<file path="src/rtl/str_esc_pkg.sv">
// Shared types, ASCII constants and character-class helpers
// for the string-literal escape decoder.
package str_esc_pkg;

   typedef enum logic [2:0] {
      NORM, ESC, OCT1, OCT2, HEX0, HEX1
   } state_t;

   typedef enum logic [1:0] {
      ERR_NONE  = 2'd0,
      ERR_HEX   = 2'd1,
      ERR_TRAIL = 2'd2
   } err_t;

   localparam logic [7:0] CH_BSL = 8'h5C;
   localparam logic [7:0] CH_DQ  = 8'h22;
   localparam logic [7:0] CH_X   = 8'h78;
   localparam logic [7:0] CH_N   = 8'h6E;
   localparam logic [7:0] CH_T   = 8'h74;
   localparam logic [7:0] CH_A   = 8'h61;
   localparam logic [7:0] CH_F   = 8'h66;
   localparam logic [7:0] CH_V   = 8'h76;

   function automatic logic is_oct(input logic [7:0] c);
      return (c >= 8'h30) && (c <= 8'h37);
   endfunction

   function automatic logic is_hex(input logic [7:0] c);
      return ((c >= 8'h30) && (c <= 8'h39)) ||
             ((c >= 8'h61) && (c <= 8'h66)) ||
             ((c >= 8'h41) && (c <= 8'h46));
   endfunction

   function automatic logic [3:0] hex_val(input logic [7:0] c);
      logic [7:0] t;
      if (c <= 8'h39)      t = c - 8'h30;
      else if (c >= 8'h61) t = c - 8'h57;
      else                 t = c - 8'h37;
      return t[3:0];
   endfunction

endpackage

</file>
<file path="src/rtl/str_esc_fifo.sv">
// Synchronous FIFO of {last, char} entries feeding the
// decoder's output handshake.
module str_esc_fifo #(
   parameter int DEPTH = 4
) (
   input  logic       clk,
   input  logic       rst,
   input  logic       push,
   input  logic [8:0] wdata,
   input  logic       pop,
   output logic [8:0] rdata,
   output logic       full,
   output logic       empty
);

   localparam int AW = $clog2(DEPTH);

   logic [8:0]  mem [DEPTH];
   logic [AW:0] wp;
   logic [AW:0] rp;

   always_ff @(posedge clk or posedge rst) begin
      if (rst) begin
         wp <= '0;
         rp <= '0;
         for (int i = 0; i < DEPTH; i++) mem[i] <= '0;
      end else begin
         if (push && !full) begin
            mem[wp[AW-1:0]] <= wdata;
            wp <= wp + (AW+1)'(1);
         end
         if (pop && !empty) rp <= rp + (AW+1)'(1);
      end
   end

   // extra pointer bit tells full from empty
   assign empty = (wp == rp);
   assign full  = (wp[AW] != rp[AW]) &&
                  (wp[AW-1:0] == rp[AW-1:0]);
   assign rdata = mem[rp[AW-1:0]];

endmodule

</file>
<file path="src/rtl/str_escape_decoder.sv">
// Streaming decoder for SystemVerilog string-literal bodies:
// resolves named, octal, hex and stray backslash escapes.
module str_escape_decoder
   import str_esc_pkg::*;
#(
   parameter int STRICT     = 1,
   parameter int FIFO_DEPTH = 4,
   parameter int CNT_W      = 16
) (
   input  logic             clk,
   input  logic             rst,
   input  logic             in_valid,
   output logic             in_ready,
   input  logic [7:0]       in_char,
   input  logic             in_last,
   output logic             out_valid,
   input  logic             out_ready,
   output logic [7:0]       out_char,
   output logic             out_last,
   output logic [1:0]       err_code,
   output logic [CNT_W-1:0] lit_count
);

   state_t     state, nstate;
   logic [7:0] acc, nacc;
   err_t       nerr;
   logic       term, replay, full, empty;
   logic       push, plast;
   logic [7:0] pchar, esc_char, oct_acc, hex_acc;
   logic [8:0] rdata;

   assign oct_acc = {acc[4:0], in_char[2:0]};
   assign hex_acc = {acc[3:0], hex_val(in_char)};

   always_comb begin
      esc_char = in_char;
      case (in_char)
         CH_N:    esc_char = 8'h0A;
         CH_T:    esc_char = 8'h09;
         CH_A:    esc_char = (STRICT != 0) ? 8'h07 : CH_A;
         CH_F:    esc_char = (STRICT != 0) ? 8'h0C : CH_F;
         CH_V:    esc_char = (STRICT != 0) ? 8'h0B : CH_V;
         default: esc_char = in_char;
      endcase
   end

   // a non-digit ends a numeric escape without being consumed
   always_comb begin
      term = 1'b0;
      unique case (state)
         OCT1, OCT2: term = !is_oct(in_char);
         HEX0, HEX1: term = !is_hex(in_char);
         default:    term = 1'b0;
      endcase
   end

   assign replay   = in_valid && term;
   assign in_ready = !full && !replay;

   always_comb begin
      nstate = state;
      nacc   = acc;
      nerr   = ERR_NONE;
      push   = 1'b0;
      pchar  = in_char;
      plast  = in_last;
      if (in_valid && !full) begin
         unique case (state)
            NORM: begin
               if (in_char == CH_BSL) begin
                  if (in_last) begin
                     push = 1'b1;
                     nerr = ERR_TRAIL;
                  end else begin
                     nstate = ESC;
                  end
               end else begin
                  push = 1'b1;
               end
            end
            ESC: begin
               nstate = NORM;
               if (is_oct(in_char)) begin
                  nacc = {5'd0, in_char[2:0]};
                  if (in_last) begin
                     push  = 1'b1;
                     pchar = {5'd0, in_char[2:0]};
                  end else begin
                     nstate = OCT1;
                  end
               end else if (in_char == CH_X) begin
                  if (in_last) push = 1'b1;
                  else nstate = HEX0;
               end else begin
                  push  = 1'b1;
                  pchar = esc_char;
               end
            end
            OCT1: begin
               nstate = NORM;
               if (term) begin
                  push  = 1'b1;
                  pchar = acc;
                  plast = 1'b0;
               end else if (in_last) begin
                  push  = 1'b1;
                  pchar = oct_acc;
               end else begin
                  nacc   = oct_acc;
                  nstate = OCT2;
               end
            end
            OCT2: begin
               nstate = NORM;
               push   = 1'b1;
               pchar  = term ? acc : oct_acc;
               plast  = !term && in_last;
            end
            HEX0: begin
               nstate = NORM;
               if (term) begin
                  push  = 1'b1;
                  pchar = CH_X;
                  plast = 1'b0;
                  nerr  = ERR_HEX;
               end else if (in_last) begin
                  push  = 1'b1;
                  pchar = {4'd0, hex_val(in_char)};
               end else begin
                  nacc   = {4'd0, hex_val(in_char)};
                  nstate = HEX1;
               end
            end
            HEX1: begin
               nstate = NORM;
               push   = 1'b1;
               pchar  = term ? acc : hex_acc;
               plast  = !term && in_last;
            end
            default: nstate = NORM;
         endcase
      end
   end

   always_ff @(posedge clk or posedge rst) begin
      if (rst) begin
         state     <= NORM;
         acc       <= '0;
         err_code  <= ERR_NONE;
         lit_count <= '0;
      end else begin
         state    <= nstate;
         acc      <= nacc;
         err_code <= nerr;
         if (out_valid && out_ready && out_last)
            lit_count <= lit_count + CNT_W'(1);
      end
   end

   str_esc_fifo #(.DEPTH(FIFO_DEPTH)) u_fifo (
      .clk   (clk),
      .rst   (rst),
      .push  (push),
      .wdata ({plast, pchar}),
      .pop   (out_ready && !empty),
      .rdata (rdata),
      .full  (full),
      .empty (empty)
   );

   assign out_valid = !empty;
   assign out_char  = rdata[7:0];
   assign out_last  = rdata[8];

endmodule

</file>
<file path="config.mk">
export PLATFORM = sky130hd
export DESIGN_NAME = str_escape_decoder
export DESIGN_NICKNAME = d
export VERILOG_FILES = /design/src/rtl/str_esc_pkg.sv /design/src/rtl/str_esc_fifo.sv /design/src/rtl/str_escape_decoder.sv
export SDC_FILE = /design/constraint.sdc
export NUM_CORES = 1
export LEC_CHECK = 0
export ABC_AREA = 1
export BUFFER_PORTS_ARGS = -buffer_cell sky130_fd_sc_hd__buf_2
export CORE_MARGIN = 2
export CORE_UTILIZATION = 60
export CTS_CLUSTER_SIZE = 20
export DETAILED_ROUTE_END_ITERATION = 16
export PLACE_DENSITY = 0.79
export SYNTH_ARGS = -nofsm -noshare
export SYNTH_HDL_FRONTEND = slang
export SYNTH_SLANG_ARGS = --single-unit
</file>
<file path="constraint.sdc">
create_clock -name clk -period 7 [get_ports clk]
set_clock_uncertainty 0.2 [all_clocks]
set_input_delay 1.4 -clock clk [delete_from_list [all_inputs] [get_ports clk]]
set_output_delay 1.4 -clock clk [all_outputs]
set_load 0.01 [all_outputs]
</file>
Word-level counts from Yosys, hierarchy flattened --
Cells that the tools add are included.
Word-level totals: flip-flop bits (word level) 71, input port bits 13, output and inout port bits 29, word-level logic and storage cells 133
Operators by class: add/sub/neg operators 6, $lt $le $gt $ge 10, equality and inequality tests 22, muxes and demuxes 53, bitwise operators 2, reduce and logical (&&, ||, !) cells 30
Operator list (number):
- 8-bit two-way mux | 15
- 8-bit one-hot mux with 5 select lines | 2
- 8-bit by 7-bit equality test with 1-bit output, second input constant | 7
- 36-bit bitwise mux | 1
- 9-bit two-way mux | 3
- 8-bit one-hot mux with 3 select lines | 1
- 3-bit two-way mux | 7
- 9-bit binary-select mux with 2-bit select | 1
- 9-bit demux with 2-bit select | 1
- 16-bit by 1-bit adder with 16-bit output, second input constant | 1
- 8-bit by 7-bit >= comparator with 1-bit output, second input constant | 2
- 8-bit by 6-bit <= comparator with 1-bit output, second input constant | 2
- 8-bit by 7-bit <= comparator with 1-bit output, second input constant | 2
- 1-bit logical AND | 14
- 2-bit inequality test, second input constant | 7
- 2-bit two-way mux | 6
- 3-bit one-hot mux with 4 select lines | 1
- 1-bit two-way mux | 9
- 8-bit by 6-bit >= comparator with 1-bit output, second input constant | 1
- 4-bit two-way mux | 2
- 2-bit OR reduction | 4
- 4-bit by 3-bit subtractor with 4-bit output, second input constant | 2
- 7-bit AND reduction | 1
- 3-bit by 1-bit adder with 3-bit output, second input constant | 2
- other kinds (18) | 29

Logic depth before layout (Yosys ltp) --
depth after elaboration 11, gate-level depth with buffers 18, mapped depth without buffers 17

Modules after synthesis --
Synthesis repeated with hierarchy kept, for this count alone.
Unflattened totals: cells, all modules 668, area, all modules 4780.8 µm²
By module, submodules not included:
- str_escape_decoder | instances 1, cells each 408, area each 2626.3 µm²
- str_esc_fifo | instances 1, cells each 260, area each 2154.6 µm²

Worst setup path after synthesis --
OpenSTA, ideal clock, no wires.
path type input to output, start point input in_char[0], end point output in_ready, data arrival time 2.582 ns, slack 2.818 ns, stages 12, buffers on the path 0, cell sequence clkinv_1 -> ha_1 -> a21oi_1 -> nand2_1 -> nand3_1 -> nand3_1 -> nand2_2 -> nand2_4 -> inv_4 -> nand2_1 -> nand2_1 -> inv_1
On the way: cells in the longest elaborated chain, start to end 9, elaborated cells between the ends (all ways) 19
Ends and longest elaborated chain:
- start: declaration | line str_escape_decoder.sv:14 | input logic [7:0] in_char,
- 8-bit by 6-bit >= comparator with 1-bit output (tied with other cells) | line str_esc_pkg.sv:25, str_esc_pkg.sv:29
- 1-bit logical AND, on equally long branches | line str_esc_pkg.sv:29, str_esc_pkg.sv:30
- 1-bit logical OR | line str_esc_pkg.sv:29 | return ((c >= 8'h30) && (c <= 8'h39)) ||
- 1-bit logical OR | line str_esc_pkg.sv:30 | ((c >= 8'h61) && (c <= 8'h66)) ||
- 1-bit zero test | line str_escape_decoder.sv:52 | HEX0, HEX1: term = !is_hex(in_char);
- 1-bit one-hot mux with 2 select lines (*) | line str_escape_decoder.sv:50 | unique case (state)
- 1-bit logical AND (*) | line str_escape_decoder.sv:57 | assign replay = in_valid && term;
- 1-bit zero test (*) | line str_escape_decoder.sv:58 | assign in_ready = !full && !replay;
- 1-bit logical AND (*) | line str_escape_decoder.sv:58
- end: declaration | line str_escape_decoder.sv:13 | output logic in_ready,
Every way passes the cells marked *; elsewhere a longest branch is shown, timed or not.

Final worst setup path --
Ends and elaborated chain as after synthesis.

==> summary.txt <==
PortBufs: 41
Final min period: 4.78 ns
Max_cap viols: 0
CTS tree: built
Post-route cell area: 4980 sq um
Hold Slack: 0.274 ns
Predominant post-synthesis flop cell: dfrtp_1
Most common cell in the netlist: nand2_1
Initial antenna violation count: 0
Synth cell count leaders: nand2_1 (188), dfrtp_1 (71), o21ai_0 (53), nand3_1 (48), nor2_1 (45)
Post-Place Cell Area: 4750 sq um
Psw: 0.000870 W
Clk pwr share: 0.191
Setup TNS: 0 ns
Hold wc startpoint: lit_count[15]
Clock Tree Buf Depth: 2
Grt ovf: 0
Power density cells: 390 nW/um^2
Fmax: 209 MHz
Top Ports: 42
Synth area leader: dfrtp_1
WP buf/inv: 5
Antenna-violating nets left: 0
Die outline area: 8280 sq um
Mean post-synth cell area: 7.47 sq um
Final Hold Viols: 0
Slew headroom: 0.415
Final Util: 0.683
Initial Utilization: 0.623
GP Congestion: 0.973
Slew @ Worst Pin: 0.878 ns
Critical path launch point: in_char[0]
Post-Synthesis Cells: 608
Data required time of the critical path: 5.40 ns
CTS Hold Bufs: 0
DR vias/cell: 5.57
First-pass GRT wire length: 18,900 um
Leakage: 2.56 nW
Vias post-DR: 4,174
Drt initial violations: 262
Final setup violation count: 0
Setup ws final: 2.22 ns
Slew Limit Fails: 0
Crit end category: primary output
Clock Root Buffer: clkbuf_8
Ys Warns: 0
Net Sw Frac: 0.448
GRT Total Usage: 0.283
Diodes inserted: 0
Fin nets: 672
Post-CTS setup buffer count: 0
PostCTS Resize Cnt: 0
Seq cells post-synth: 71
Worst Path Max Fanout: 21
Tcrit/Tclk final: 0.683
Post-synth EDFFs: 0
Area contributors post-synth: dfrtp_1 (39%), nand2_1 (16%), o21ai_0 (5.8%), nand3_1 (5.3%), ha_1 (3.9%)
Share of cells above drive strength 1: 0.154
CP Cell Sequence: buf_2 > clkinv_1 > ha_1 > a21oi_1 > nand2_1 > nand3_1 > nand3_1 > nand2_2 > nand2_4 > inv_4 > nand2_1 > nand2_1 > inv_1 > buf_2
Slowest-stage cell, CP: ha_1
Syn nets: 635
Combinational share of power: 0.454
Crit Reg-Reg Startpoint: u_fifo.rp[0]
FFs w/ async S/R, synth: 1.00
Critical Path Max Stage Delay: 0.35 ns
Drt pass-1 iters: 5
Netlist Area Pre-Place: 4540 sq um
Vias in the first global route: 4,050
Clock insertion delay at the later pin of the skew report: 0.34 ns
Largest net degree at the start of global routing: 72
Die Y-Extent: 91.0 um
TritonCTS Buffers: 9
Critical Path Most Common Cell: nand2_1
Die width: 91.0 um
Wire per inst: 14.9 um
Critical path's top delay family: buffers and inverters
FF-to-FF setup slack: 3.62 ns
VDD IR max: 0.144 mV
Clock-pin slew on the worst setup and hold paths: 0.08 ns
# H-tree levels: 3
Pre-CTS setup slack: 2.25 ns
WS Path Type: in -> out
Status: completed
Post-DP HPWL: 8090 um
Row count: 31
CP arrival: 3.18 ns
Core ar.: 7290 sq um
Area growth from synthesis to layout: 9.73%
Fillers: 706
Cell variety after synth: 43
Reg power frac: 0.355
Register area share after synthesis: 0.391
RSZ-0062 raised after global routing: false
Post-synth top area share: 0.391
Worst min-delay path class: reg -> reg
Final wirelength: 11,200 um
Element type at the critical path start: input pin
# clock sinks: 71
DRC Markers: 0
Int Pwr: 0.00107 W
-- stage by stage --
step                power, W  cells
global placement     0.00153    733
finish               0.00194    749
floorplan            0.00133    608
global route         0.00210    749
detailed placement   0.00157    733
CTS                  0.00194    749
-- placed cells by master, fill, tap and decap left out, drive strengths merged, types with 9 or more instances in the layout --
cell type	Yosys	routed
nand3	53	53
xor2	11	11
nor2	51	51
o21ai	68	68
ha	14	14
a21oi	20	20
buf	12	42
dfrtp	71	71
o22ai	16	16
clkbuf	4	9
inv	56	59
xnor2	11	11
nand2	197	197
-- layer usage --
metal | GRT usage | part of all wire
met5 | 0 | 0
met4 | 0.112 | 0.023
met3 | 0.0398 | 0.043
met2 | 0.465 | 0.49
met1 | 0.380 | 0.45
-- power groups by stage --
| stage | clock network (W) | registers [W] | logic [W] |
|---|---|---|---|
| after detailed placement | 0 | 0.000693 | 0.000874 |
| after global placement | 0 | 0.000686 | 0.000840 |
| after CTS | 0.000380 | 0.000685 | 0.000880 |
| final | 0.000372 | 0.000689 | 0.000882 |
| after floorplan | 0 | 0.000652 | 0.000682 |
| after global routing | 0.000397 | 0.000707 | 0.000994 |
-- state kept, by name, indices dropped and copies added, names as in the netlist --
signal / flops
acc: 8
err_code: 2
lit_count: 16
state: 3
u_fifo.mem: 36
u_fifo.rp: 3
u_fifo.wp: 3
-- cells by family (layout without fill, tap and decap cells) --
kind of cell    count (synthesis)  count (layout)  share of synthesized area
simple gates                  311             311                      0.309
xor+xnor                       22              22                     0.0441
buf+inv                        76             118                     0.0774
flops                          71              71                      0.391
fa+ha+maj                      14              14                     0.0386
compound gates                114             114                      0.140
-- final timing paths --
path,to,cells past startpoint
min in group asynchronous,lit_count[6],3
min reg2reg,lit_count[15],1
max,in_ready,14
max reg2reg,u_fifo.mem[25],13
min,lit_count[15],1
max in group asynchronous,u_fifo.mem[35],3
-- layout make-up --
class,count,area (sq um),share of cell area
multi-input cells,461,2410,0.484
clock inverters,7,104,0.0208
inverters,60,229,0.0460
clock buffers,9,124,0.0249
well taps,99,124,0.0249
flip-flops and latches,71,1780,0.357
repair buffers,42,213,0.0427
-- worst register-to-register path: stages (launching register included) --
cell and delay, ns:
dfrtp_1 0.78, inv_1 0.50, nand2_1 0.17, a21oi_1 0.09, nand2_1 0.10, nand2_1 0.16
a21oi_2 0.37, inv_2 0.18, a21oi_1 0.14, o21ai_0 0.09, o21ai_1 0.19, nand2_1 0.16
nand2_1 0.10, nand2_1 0.05
(Power assumes the default switching activity.)
